### config.mk
export PLATFORM = sky130hd
export DESIGN_NAME = banner_scan_ctrl_flat
export DESIGN_NICKNAME = d
export VERILOG_FILES = /design/src/rtl/banner_scan_ctrl_if.sv /design/src/rtl/banner_scan_ctrl.sv /design/src/flat_wrapper.sv
export SDC_FILE = /design/constraint.sdc
export NUM_CORES = 1
export LEC_CHECK = 0
export ABC_CLOCK_PERIOD_IN_PS = 4200
export BUFFER_PORTS_ARGS = -buffer_cell sky130_fd_sc_hd__buf_2
export CAP_MARGIN = 20
export CORE_MARGIN = 4
export CORE_UTILIZATION = 45
export DETAILED_ROUTE_END_ITERATION = 10
export PLACE_DENSITY = 0.71
export REMOVE_ABC_BUFFERS = 1
export SYNTH_ARGS = -nofsm -noshare
export SYNTH_HDL_FRONTEND = slang
export SYNTH_SLANG_ARGS = --single-unit
### constraint.sdc
create_clock -name i_clk -period 4.2 [get_ports i_clk]
set_clock_uncertainty 0.2 [all_clocks]
set_input_delay 0.42 -clock i_clk [delete_from_list [all_inputs] [get_ports i_clk]]
set_output_delay 0.42 -clock i_clk [all_outputs]
set_load 0.05 [all_outputs]
### src/rtl/banner_scan_ctrl_if.sv
// Purpose : ROM address/data bus plus pixel valid/ready stream of the banner scanner.
// Latency : none (wires only); the ROM answers one cycle after rom_addr.
// Backpr. : pix_valid & !pix_ready stalls the stream; the master holds pix_* stable.
//
// Signals (master = banner_scan_ctrl):
//   rom_addr  master->ROM   row address
//   rom_data  ROM->master   row word, valid the cycle after rom_addr
//   pix_valid master->sink  pixel valid
//   pix_ready sink->master  pixel accepted (transfer = valid & ready)
//   pix_on    master->sink  pixel value
//   pix_row   master->sink  row of the pixel
//   pix_col   master->sink  screen column of the pixel
interface banner_scan_ctrl_if #(
    parameter int WIDTH = 71,
    parameter int AW    = 5,
    parameter int CW    = 7
);
    logic [AW-1:0]    rom_addr;
    logic [WIDTH-1:0] rom_data;
    logic             pix_valid;
    logic             pix_ready;
    logic             pix_on;
    logic [AW-1:0]    pix_row;
    logic [CW-1:0]    pix_col;

    modport master (
        output rom_addr,
        output pix_valid,
        output pix_on,
        output pix_row,
        output pix_col,
        input  rom_data,
        input  pix_ready
    );

    modport slave (
        input  rom_addr,
        input  pix_valid,
        input  pix_on,
        input  pix_row,
        input  pix_col,
        output rom_data,
        output pix_ready
    );
endinterface

### src/rtl/banner_scan_ctrl.sv
// Purpose : scans ROWS banner ROM rows per frame and streams them as a scrolling pixel stream.
// Latency : first pixel 3 cycles after start; ROWS*(WIDTH+2) cycles to last pixel, then 1 DONE cycle.
// Backpr. : while pix_valid & !pix_ready every pix_* output is held; no pixel is skipped.
//
// Ports:
//   i_clk, i_rst_n  clock, asynchronous active-low reset
//   i_start         begin one frame (sampled in IDLE only)
//   o_busy          high FETCH..last pixel, low in DONE/IDLE
//   o_frame_done    one-cycle pulse at the end of each frame
//   o_scroll_off    current scroll offset, constant within a frame
//   bus             banner_scan_ctrl_if master: ROM bus and pixel stream
//
// Build option: define BANNER_SCROLL_EN to enable horizontal scrolling
// (offset advances one column every SCROLL_DIV frames). Without it the
// offset is tied to 0 and the pixel index is simply the column.
module banner_scan_ctrl #(
    parameter int WIDTH      = 71,
    parameter int ROWS       = 15,
    parameter int AW         = 5,
    parameter int CW         = 7,
    parameter int SCROLL_DIV = 4
) (
    input  logic              i_clk,
    input  logic              i_rst_n,
    input  logic              i_start,
    output logic              o_busy,
    output logic              o_frame_done,
    output logic [CW-1:0]     o_scroll_off,
    banner_scan_ctrl_if.master bus
);

    localparam int            IW       = $clog2(WIDTH);
    localparam logic [CW-1:0] COL_LAST = CW'(WIDTH - 1);
    localparam logic [AW-1:0] ROW_LAST = AW'(ROWS - 1);
    localparam logic [CW:0]   WIDTH_X  = (CW+1)'(WIDTH);

    if (SCROLL_DIV < 1) begin : g_div_check
        $error("banner_scan_ctrl: SCROLL_DIV must be >= 1");
    end

    typedef enum logic [2:0] {
        S_IDLE,
        S_FETCH,
        S_LOAD,
        S_STREAM,
        S_DONE
    } state_t;

    state_t           r_state, w_state_nxt;
    logic [AW-1:0]    r_row, w_row_nxt;
    logic [CW-1:0]    r_col, w_col_nxt;
    logic [WIDTH-1:0] r_row_buf;
    logic             w_stream;
    logic             w_xfer;
    logic [CW-1:0]    w_off;
    logic [CW:0]      w_sum;
    logic [CW:0]      w_idx;
    logic [IW-1:0]    w_bit;
    logic             w_pix_on;

    assign w_stream = (r_state == S_STREAM);
    assign w_xfer   = w_stream & bus.pix_ready;

    // State register. The row register doubles as the ROM address: it is
    // what FETCH/LOAD present and it keeps the last row outside them.
    always_ff @(posedge i_clk or negedge i_rst_n) begin
        if (!i_rst_n) begin
            r_state <= S_IDLE;
            r_row   <= '0;
            r_col   <= '0;
        end else begin
            r_state <= w_state_nxt;
            r_row   <= w_row_nxt;
            r_col   <= w_col_nxt;
        end
    end

    always_comb begin
        w_state_nxt = r_state;
        w_row_nxt   = r_row;
        w_col_nxt   = r_col;
        case (r_state)
            S_IDLE: begin
                if (i_start) begin
                    w_state_nxt = S_FETCH;
                    w_row_nxt   = '0;
                    w_col_nxt   = '0;
                end
            end
            S_FETCH: w_state_nxt = S_LOAD;
            S_LOAD:  w_state_nxt = S_STREAM;
            S_STREAM: begin
                if (w_xfer) begin
                    if (r_col == COL_LAST) begin
                        w_col_nxt = '0;
                        if (r_row == ROW_LAST) begin
                            w_state_nxt = S_DONE;
                        end else begin
                            w_row_nxt   = r_row + AW'(1);
                            w_state_nxt = S_FETCH;
                        end
                    end else begin
                        w_col_nxt = r_col + CW'(1);
                    end
                end
            end
            S_DONE:  w_state_nxt = S_IDLE;
            default: w_state_nxt = S_IDLE;
        endcase
    end

    // ROM word for the current row lands during LOAD.
    always_ff @(posedge i_clk or negedge i_rst_n) begin
        if (!i_rst_n) begin
            r_row_buf <= '0;
        end else if (r_state == S_LOAD) begin
            r_row_buf <= bus.rom_data;
        end
    end

`ifdef BANNER_SCROLL_EN
    localparam int            FW       = (SCROLL_DIV > 1) ? $clog2(SCROLL_DIV) : 1;
    localparam logic [FW-1:0] FRM_LAST = FW'(SCROLL_DIV - 1);

    logic [FW-1:0] r_frame_cnt;
    logic [CW-1:0] r_scroll_off;

    // Offset only moves in DONE, so it never changes mid-frame.
    always_ff @(posedge i_clk or negedge i_rst_n) begin
        if (!i_rst_n) begin
            r_frame_cnt  <= '0;
            r_scroll_off <= '0;
        end else if (r_state == S_DONE) begin
            if (r_frame_cnt == FRM_LAST) begin
                r_frame_cnt  <= '0;
                r_scroll_off <= (r_scroll_off == COL_LAST) ? '0 : r_scroll_off + CW'(1);
            end else begin
                r_frame_cnt <= r_frame_cnt + FW'(1);
            end
        end
    end

    assign w_off = r_scroll_off;
`else
    assign w_off = '0;
`endif

    // (col + off) mod WIDTH without a divider: both operands are < WIDTH, so
    // one conditional subtract suffices. Column 0 maps to the word's MSB.
    assign w_sum    = {1'b0, r_col} + {1'b0, w_off};
    assign w_idx    = (w_sum >= WIDTH_X) ? (w_sum - WIDTH_X) : w_sum;
    assign w_bit    = IW'(WIDTH_X - (CW+1)'(1) - w_idx);
    assign w_pix_on = r_row_buf[w_bit];

    assign o_busy       = (r_state == S_FETCH) || (r_state == S_LOAD) || (r_state == S_STREAM);
    assign o_frame_done = (r_state == S_DONE);
    assign o_scroll_off = w_off;

    assign bus.rom_addr  = r_row;
    assign bus.pix_valid = w_stream;
    assign bus.pix_on    = w_stream & w_pix_on;
    assign bus.pix_row   = w_stream ? r_row : '0;
    assign bus.pix_col   = w_stream ? r_col : '0;

endmodule

### src/flat_wrapper.sv
// flat-port wrapper written by rule: the top's interface ports become plain ports
module banner_scan_ctrl_flat 
#(
    parameter int WIDTH      = 71,
    parameter int ROWS       = 15,
    parameter int AW         = 5,
    parameter int CW         = 7,
    parameter int SCROLL_DIV = 4
)
  (i_clk, i_rst_n, i_start, o_busy, o_frame_done, o_scroll_off, bus_rom_addr, bus_pix_valid, bus_pix_on, bus_pix_row, bus_pix_col, bus_rom_data, bus_pix_ready);
  banner_scan_ctrl_if #(.WIDTH(WIDTH), .AW(AW), .CW(CW)) bus_i ();
  input  logic i_clk;
  input  logic i_rst_n;
  input  logic i_start;
  output logic o_busy;
  output logic o_frame_done;
  output logic [CW-1:0] o_scroll_off;
  output wire logic [$bits(bus_i.rom_addr)-1:0] bus_rom_addr;
  output wire logic [$bits(bus_i.pix_valid)-1:0] bus_pix_valid;
  output wire logic [$bits(bus_i.pix_on)-1:0] bus_pix_on;
  output wire logic [$bits(bus_i.pix_row)-1:0] bus_pix_row;
  output wire logic [$bits(bus_i.pix_col)-1:0] bus_pix_col;
  input wire logic [$bits(bus_i.rom_data)-1:0] bus_rom_data;
  input wire logic [$bits(bus_i.pix_ready)-1:0] bus_pix_ready;
  assign bus_rom_addr = bus_i.rom_addr;
  assign bus_pix_valid = bus_i.pix_valid;
  assign bus_pix_on = bus_i.pix_on;
  assign bus_pix_row = bus_i.pix_row;
  assign bus_pix_col = bus_i.pix_col;
  assign bus_i.rom_data = bus_rom_data;
  assign bus_i.pix_ready = bus_pix_ready;
  banner_scan_ctrl #(.WIDTH(WIDTH), .ROWS(ROWS), .AW(AW), .CW(CW), .SCROLL_DIV(SCROLL_DIV)) u_core (.i_clk(i_clk), .i_rst_n(i_rst_n), .i_start(i_start), .o_busy(o_busy), .o_frame_done(o_frame_done), .o_scroll_off(o_scroll_off), .bus(bus_i));
endmodule
**Word level (Yosys, flattened, before mapping)**

Cells that the tools add are included.

- Memory bits (writable): 0
- Word-level logic and storage cells: 48
- ROM bits: 0
- Register bits after elaboration: 86
- Output and inout bits: 28
- Memories kept: 0
- Input bits: 75
- Bits in latches: 0

- $mul: 0
- Bitwise gates (word level): 2
- Div/mod/pow operators: 0
- $lt $le $gt $ge: 2
- Equality and inequality tests: 10
- Muxes and demuxes: 19
- Shift-type cells: 0
- Add/sub/neg operators: 4
- Reductions and logical operators: 7

Operator list:

| operator | count |
|---|---|
| 7-bit 2-to-1 mux | 5 |
| 5-bit 2-to-1 mux | 5 |
| 7-bit one-hot mux with 2 select lines | 1 |
| 3-bit 2-to-1 mux | 4 |
| 3-bit one-hot mux with 4 select lines | 1 |
| 5-bit one-hot mux with 2 select lines | 1 |
| 7-bit by 8-bit less-than comparator with 1-bit output (second input constant) | 1 |
| 2-bit inequality test (second input constant) | 4 |
| 7-bit by 1-bit adder with 7-bit output (second input constant) | 1 |
| 1-bit binary-select mux with 7-bit select | 1 |
| 7-bit equality test (second input constant) | 1 |
| 7-bit >= comparator (second input constant) | 1 |
| 7-bit subtractor (first input constant) | 1 |
| 7-bit subtractor (second input constant) | 1 |
| 3-bit by 2-bit equality test with 1-bit output (second input constant) | 2 |
| 3-bit AND reduction | 2 |
| 5-bit by 1-bit adder with 5-bit output (second input constant) | 1 |
| 5-bit by 4-bit equality test with 1-bit output (second input constant) | 1 |
| 5-bit AND reduction | 1 |
| 3-bit by 1-bit equality test with 1-bit output (second input constant) | 1 |
| 3-bit equality test (second input constant) | 1 |
| 3-bit zero test | 1 |
| 1-bit AND | 2 |
| 1-bit logical OR | 2 |
| 2 further kinds | 2 |

**Depth between registers and ports, before layout**

Gate-level depths: netlist of run 1.

- Depth in word-level cells: 6
- Mapped depth: 17

**Worst setup path after synthesis of run 1**

OpenSTA, ideal clock, no wires.

- Kind: register -> output
- Start point: register u_core.r_col[1]
- End point: output port bus_pix_on
- Path slack: -0.443 ns
- Stages on the path, launching flop included: 18
- Arrival: 4.023 ns
- Buffers on the path: 4
- Data required time: 3.580 ns
- Cells stage by stage: dfrtp_1 ha_1 buf_4 o21ai_1 a211oi_2 a211oi_2 buf_6 buf_4 ha_1 nand4b_1 o22ai_1 or2_1 buf_2 mux2i_1 mux2i_1 o211ai_1 a221o_1 o22ai_1

- Longest elaborated chain between the ends: 6
- Elaborated cells on any way between the ends: 7
- Those cells by class: add/sub (2); order compare (1); mux (3); bitwise (1)

Ends and longest elaborated chain:

| what | RTL line | RTL |
|---|---|---|
| from (decl) | banner_scan_ctrl.sv:51 | `logic [CW-1:0] r_col, w_col_nxt;` |
| from (signal assigned) | banner_scan_ctrl.sv:74 | `r_col <= w_col_nxt;` |
| 7-bit subtractor or 7-bit >= comparator (tied branches) | banner_scan_ctrl.sv:151 | `assign w_idx = (w_sum >= WIDTH_X) ? (w_sum - WIDTH_X) : w_sum;` |
| 7-bit 2-to-1 mux * | banner_scan_ctrl.sv:151 |  |
| 7-bit subtractor * | banner_scan_ctrl.sv:152 | `assign w_bit = IW'(WIDTH_X - (CW+1)'(1) - w_idx);` |
| 1-bit binary-select mux with 7-bit select * | banner_scan_ctrl.sv:153 | `assign w_pix_on = r_row_buf[w_bit];` |
| 1-bit 2-to-1 mux (implied by the code) * | banner_scan_ctrl.sv:153 |  |
| 1-bit AND * | banner_scan_ctrl.sv:161 | `assign bus.pix_on = w_stream & w_pix_on;` |
| to (decl) | flat_wrapper.sv:20 | `output wire logic [$bits(bus_i.pix_on)-1:0] bus_pix_on;` |

Mark *: on every way between the ends. The rest lies on a longest branch, timed or not. The select of a mux whose other input is x is not followed.

**Final worst setup path of run 1**

Ends and elaborated chain as after synthesis.

==> results of run 1 <==
repair_timing:
item / CTS / global route
gates resized for setup: 14 / 10
pin swaps: 4 / 13
endpoints found under the setup margin: 1 / 1
hold endpoints to repair: 50 / 0
setup buffers: 2 / 7
hold buffers: 1 / 0
gates cloned: 0 / 1
stage by stage:
step / TNS (ns) / power [W] / cell area (sq um)
finish: -0.04164 / 0.003889 / 5649
global route: -0.2031 / 0.004124 / 5649
CTS: 0 / 0.003718 / 5564
detailed placement: 0 / 0.002924 / 5248
global placement: 0 / 0.002902 / 5248
floorplan: -175.11 / 0.002413 / 4493
power breakdown:
| group | switching, W | leakage (nW) | internal (W) |
|---|---|---|---|
| clock | 0.000302 | 0.112 | 0.000357 |
| combinational | 0.00123 | 1.39 | 0.00101 |
| sequential | 0.0000855 | 1.10 | 0.000898 |
critical path, cell delays in order (launching register included):
cell and delay [ns]:
dfrtp_1 0.42, ha_4 0.19, buf_4 0.15, and2_4 0.18, nor3_4 0.23, a211oi_4 0.06, ha_2 0.20, nand4b_1 0.11
o22ai_2 0.10, a311oi_2 0.34, xor2_2 0.37, buf_4 0.19, mux4_2 0.30, o21ai_2 0.17, o22ai_2 0.11, buf_6 0.16
flip-flops by register name, summed over array words and instances, names as in the netlist:
signal	flops
u_core.r_row_buf	71
u_core.r_col	7
u_core.r_state	3
u_core.bus.rom_addr	5
final cells by class:
type,instances,area [sq um]
clock inverters,4,77.57
inverters,6,26.28
fillers,850,4260
repair buffers,119,680.7
flip-flops and latches,86,2156
multi-input cells,268,2397
well taps,133,166.4
clock buffers,12,145.1
routing by layer:
| metal | wire (um) | track usage | vias up |
|---|---|---|---|
| li1 | - | - | 1615 |
| met1 | 4758 | 0.2466 | 1697 |
| met2 | 5039 | 0.2890 | 92 |
| met3 | 619 | 0.04110 | 10 |
| met4 | 103 | 0.05343 | 0 |
| met5 | 0 | 0 | - |
cell usage in the layout (no fill, tap or decap), types with 4 or more instances in the layout:
cell type   n
buf_4      21
mux2i_1    11
nand2_1    18
o31ai_1     5
and3_1      4
buf_2      94
mux4_2     14
o21ai_0     7
conb_1      7
dfrtp_1    83
nor2_1     13
nand3_1     7
and2_1     15
a21oi_1     6
nor4_1      4
o21ai_1    11
nor3_1     11
mux2_2     72
clkbuf_8   10
o22ai_1     4
kinds of logic (layout without fill, tap and decap cells):
| kind of cell | count (synthesis) | after routing |
|---|---|---|
| AOI/OAI and AO/OA | 57 | 57 |
| other | 1 | 7 |
| DFF | 86 | 86 |
| muxes | 98 | 98 |
| adders and majority gates | 5 | 5 |
| and+or+nand+nor | 95 | 95 |
| buffers and inverters | 38 | 141 |
| xor gates and xnor gates | 6 | 6 |
final timing paths:
kind / from / end / slack, ns / cells after the start
worst max-delay path: u_core.r_col[1] / bus_pix_on / -0.04 / 15
worst min-delay path: bus_rom_data[5] / u_core.r_row_buf[5] / 0.09 / 2
worst max register to register: u_core.r_state[2] / u_core.bus.rom_addr[3] / 1.45 / 7
worst min register to register: u_core.r_row_buf[2] / u_core.r_row_buf[2] / 0.31 / 1
max in group asynchronous: i_rst_n / u_core.r_row_buf[18] / 2.45 / 3
min in group asynchronous: i_rst_n / u_core.r_state[1] / 0.43 / 2
==> results.md, run 1 <==
* Leak at 2.605 nW
* Post-synth top cells: dfrtp_1, mux2_2, nand2_1
* Sink Count at between 80 and 90
* Die ar. at 0.01201 sq mm
* TritonCTS buffer count at 9
* Post-synth top area share at 0.4632
* Adder-Cell Fraction of Synth Area at 0.01347
* 1st-pass router iterations at 6
* Core area at slightly below 0.01 sq mm
* Fin cells at roughly 630
* First-pass GRT wire length at around 17000 um
* GR Overflow Total at 0
* Crit Path Category: reg2out
* Cell Pwr Density at 688.4 mW/mm^2
* Synth warn at 0
* Max IR drop VDD at 0.3474 mV
* Period minus WS final at 4.242 ns
* Largest family of logic cells by synthesized area: multiplexers
* Clock root buffer: clkbuf_8
* Top post-synthesis cells by area: dfrtp_1, mux2_2, mux4_2
* Total Routing Usage GR at 0.1806
* IO Pins at between 100 and 150
* Post-Syn Area per Cell at 12.04 sq um
* # diodes at 0
* Routed vias/inst at 5.436
* Starting Density at 0.4688
* Hold Fails Final Rpt at 0
* H-tree Lvls at 3
* Final core occ at 0.5701
* Slew Viols, Final at 0
* Share of post-route cells with drive strength above 1 at 0.5010
* DP Wirelength at 7475 um
* Die Y at 109.6 um
* Synth Area in Compound Gates at 0.08888
* Post-synthesis mux area share at 0.2685
* Crit start category: register
* Post-Syn Area at 0.004646 sq mm
* Syn Inst Count at a little under 400
* Post-synthesis async set-or-reset flop share at 1.000
* Post-Synth Simple-Gate Area at 0.1096
* Register area share after synthesis at 0.4632
* #FFs+latches synth at 86
* P&R area growth vs syn at 21.60%
* Hold_ws at 0.09459 ns
* Violated checks: negative setup slack
* Initial antenna violation count at 0
* Final worst path period share at 1.010
* Vias in the first global route at 3402
* CTS tree: built
* Post-synth cell types at between 50 and 60
* Latest clock arrival within the worst-skew pair at 0.35 ns
* Max-cap violations at 0
* Nets at 570
* Synth area leader: dfrtp_1
* Num rows at 36
* Min-delay worst type: in2reg
* EDFF count, synth at 0
* Avg WL per Cell at 16.75 um
* Slew @ Worst Pin at a little under 0.9 ns
* # DRC at 0
* Critical path required time at 3.58 ns
* Gpl congestion at 0.8530
* Placed cells at around 600
* Worst Setup End Kind: output port
* Horiz. Die Dim at 109.6 um
* Place WS at 0.07823 ns
* Clock slew at reported path FFs at 0.10 ns
* Ys flop type: dfrtp_1
* Worst setup slack after layout at -0.04164 ns
* Final setup vio count at 1
* Xor/xnor share of the synthesized area at 0.01293
* Top-count cell post-synth: dfrtp_1
* Worst endpoint data arrival time at 3.62 ns
* Vias post-DR at 3414
* ANT nets after route at 0
* CTS Buffer Depth at 2
* Largest net degree at the start of global routing at 72
* Worst-path maximum fanout at 6
* Status: finished with violations
* Final WL at 10520 um
* Rel. slew slack at 0.4075
* Initial DRC count at 161
* Max Freq at 0.2358 GHz
* RSZ-0062 raised after global routing: true
* PortBufs at 95
(Power assumes the default switching activity.)
==> inputs of run 2 (changes only) <==
--- a/config.mk
+++ b/config.mk
@@ -11,7 +11,8 @@
 export CORE_MARGIN = 4
 export CORE_UTILIZATION = 45
 export DETAILED_ROUTE_END_ITERATION = 10
-export PLACE_DENSITY = 0.71
+export PLACE_DENSITY = 0.72
+export RECOVER_POWER = 100
 export REMOVE_ABC_BUFFERS = 1
 export SYNTH_ARGS = -nofsm -noshare
 export SYNTH_HDL_FRONTEND = slang
==> constraint.sdc (replaced) <==
create_clock -name i_clk -period 4.2 [get_ports i_clk]
set_clock_uncertainty 0.2 [all_clocks]
set_input_delay 0.21 -clock i_clk [delete_from_list [all_inputs] [get_ports i_clk]]
set_output_delay 0.21 -clock i_clk [all_outputs]
set_load 0.05 [all_outputs]
==> results.md, run 2 (synthesized netlist as in run 1, its figures left out) <==
* Hold_ws at 0.3072 ns (was 0.09459 ns)
* Starting Density at 0.4688 (unchanged)
* Period minus WS final at 4.045 ns (was 4.242 ns)
* Min-delay worst type: reg2reg (was in2reg)
* Initial DRC count at 143 (was 161)
* Rel. slew slack at -0.8387 (was 0.4075)
* Worst Setup End Kind: output port (unchanged)
* Max reg flops at 71 (unchanged)
* Hold Fails Final Rpt at 0 (unchanged)
* Total Routing Usage GR at 0.2081 (was 0.1806)
* First-pass GRT wire length at 19200 um (was 16870 um)
* Met1 Wirelength at 4829 um (was 4758 um)
* Num rows at 36 (unchanged)
* Die ar. at 0.01201 sq mm (unchanged)
* Final Cell Area at 0.006291 sq mm (was 0.005649 sq mm)
* ANT nets after route at 0 (unchanged)
* Latest clock arrival within the worst-skew pair at 0.36 ns (was 0.35 ns)
* Vias in the first global route at 3893 (was 3402)
* Place WS at 0.1440 ns (was 0.07823 ns)
* Leak at 2.773 nW (was 2.605 nW)
* Clock slew at reported path FFs at 0.09 ns (was 0.10 ns)
* Int Pwr at 0.002204 W (was 0.002268 W)
* TritonCTS buffer count at 9 (unchanged)
* Worst endpoint data arrival time at 3.64 ns (was 3.62 ns)
* Horiz. Die Dim at 109.6 um (unchanged)
* Switching pwr at 0.001662 W (was 0.001621 W)
* Met2 wire length at 6206 um (was 5039 um)
* Final core occ at 0.6348 (was 0.5701)
* Placed cells at 599 (was 601)
* Initial antenna violation count at 0 (unchanged)
* PortBufs at 95 (unchanged)
* CTS Buffer Depth at 2 (unchanged)
* Slew @ Worst Pin at 2.758 ns (was 0.8887 ns)
* Sw Share at 0.4299 (was 0.4169)
* Logic pwr share at 0.568 (was 0.578)
* Violated checks: max-capacitance violations, max-slew violations (was negative setup slack)
* Post-DP Area at 0.005233 sq mm (was 0.005248 sq mm)
* Commonest cells after routing, fill and taps aside: dfrtp_1, buf_2, dlygate4sd3_1, mux2_2, nand2_1 (was buf_2, dfrtp_1, mux2_2, buf_4, nand2_1)
* Gpl congestion at 0.8847 (was 0.8530)
* GR Overflow Total at 0 (unchanged)
* CTS tree: built (unchanged)
* P&R area growth vs syn at 35.42% (was 21.60%)
* Clock root buffer: clkbuf_8 (unchanged)
* Worst-path maximum fanout at 11 (was 6)
* Sink Count at 86 (unchanged)
* Sequential share of power at 0.259 (was 0.253)
* Share of post-route cells with drive strength above 1 at 0.3918 (was 0.5010)
* Crit Path Category: reg2out (unchanged)
* Die Y at 109.6 um (unchanged)
* # DRC at 0 (unchanged)
* Final WL at 11970 um (was 10520 um)
* Avg WL per Cell at 17.29 um (was 16.75 um)
* Final worst path period share at 0.9631 (was 1.010)
* Max IR drop VDD at 0.3772 mV (was 0.3474 mV)
* Top Metal Used: met4 (unchanged)
* Slew Viols, Final at 102 (was 0)
* DP Wirelength at 7571 um (was 7475 um)
* Clock share of power at 0.173 (was 0.169)
* Crit start category: register (unchanged)
* Reg with most FFs: u_core.r_row_buf (unchanged)
* R2R Setup Slk at 0.78 ns (was 1.45 ns)
* Vias post-DR at 3665 (was 3414)
* Largest net degree at the start of global routing at 52 (was 72)
* Status: finished with violations (unchanged)
* Final setup vio count at 0 (was 1)
* 1st-pass router iterations at 4 (was 6)
* Nets at 634 (was 570)
* Critical path required time at 3.79 ns (was 3.58 ns)
* Max-cap violations at 2 (was 0)
* Commonest non-fill, non-tap cell in the layout: dfrtp_1 (was buf_2)
* Cell Pwr Density at 614.5 mW/mm^2 (was 688.4 mW/mm^2)
* Worst setup slack after layout at 0.1550 ns (was -0.04164 ns)
* H-tree Lvls at 3 (unchanged)
* Routed vias/inst at 5.296 (was 5.436)
* # diodes at 0 (unchanged)
* Core area at 0.009910 sq mm (unchanged)
* IO Pins at 103 (unchanged)
* Max Freq at 0.2472 GHz (was 0.2358 GHz)
* Fin cells at 692 (was 628)
* WL met3 at 699 um (was 619 um)
run 2: changes by cell type in the layout (fill, tap and decap cells not counted), sizes merged:
cell,delta
buf,-29
clkinv,+1
dlygate4sd3,+73
or2,+1
clkinvlp,+3
clkbuf,+16
inv,-1
run 2: layer usage:
metal,GRT usage,vias up
met5,0,-
met3,0.05402,21
li1,-,1735
met2,0.3527,120
met1,0.2575,1789
met4,0.07302,0
run 2: stage by stage:
| step | total power [W] | setup TNS (ns) |
|---|---|---|
| after floorplan | 0.002413 | -174.90 |
| after global placement | 0.002918 | 0 |
| after detailed placement | 0.002933 | 0 |
| after CTS | 0.003745 | 0 |
| after global routing | 0.004107 | -0.0008735 |
| final | 0.003866 | 0 |
run 2: critical path, stage by stage (launching register included):
cell        delay (ns)
dfrtp_2           0.51
or3_1             0.47
nor3_4            0.24
a211oi_4          0.06
ha_2              0.45
clkinvlp_4        0.23
mux4_2            0.34
mux2_2            0.29
a211oi_2          0.25
a221o_1           0.18
o22ai_1           0.06
buf_4             0.20
run 2: power by group through the flow:
stage | combinational [W] | clock (W) | sequential, W
final | 0.00220 | 0.000669 | 0.00100
after global placement | 0.00192 | 0 | 0.000998
after floorplan | 0.00140 | 0 | 0.00101
after CTS | 0.00207 | 0.000683 | 0.000987
after detailed placement | 0.00193 | 0 | 0.00100
after global routing | 0.00237 | 0.000722 | 0.00101
run 2: worst paths after layout:
check	to	from	cells after the start
max in group asynchronous	u_core.r_row_buf[59]	i_rst_n	3
hold / removal	u_core.r_row_buf[22]	u_core.r_row_buf[22]	1
hold reg to reg	u_core.r_row_buf[22]	u_core.r_row_buf[22]	1
setup reg to reg	u_core.r_row_buf[54]	u_core.r_state[2]	3
setup / recovery	bus_pix_on	u_core.r_col[5]	11
min in group asynchronous	u_core.bus.rom_addr[4]	i_rst_n	2
run 2: cell type report:
| cell class | instances | area [sq um] |
|---|---|---|
| Clock buffer | 10 | 137.6 |
| Clock inverter | 6 | 92.59 |
| Fill cell | 791 | 3618 |
| Inverter | 6 | 26.28 |
| Multi-Input combinational cell | 269 | 2424 |
| Sequential cell | 86 | 2157 |
| Tap cell | 133 | 166.4 |
| Timing Repair Buffer | 181 | 1280 |
| Timing Repair inverter | 1 | 7.507 |
run 2: repair_timing:
item	in CTS	in global routing
gates resized for setup	6	16
pin swaps	2	6
setup buffers	1	0
gates cloned	1	1
endpoints found under the hold margin	123	0
setup endpoints to repair	1	1
hold buffers	74	0
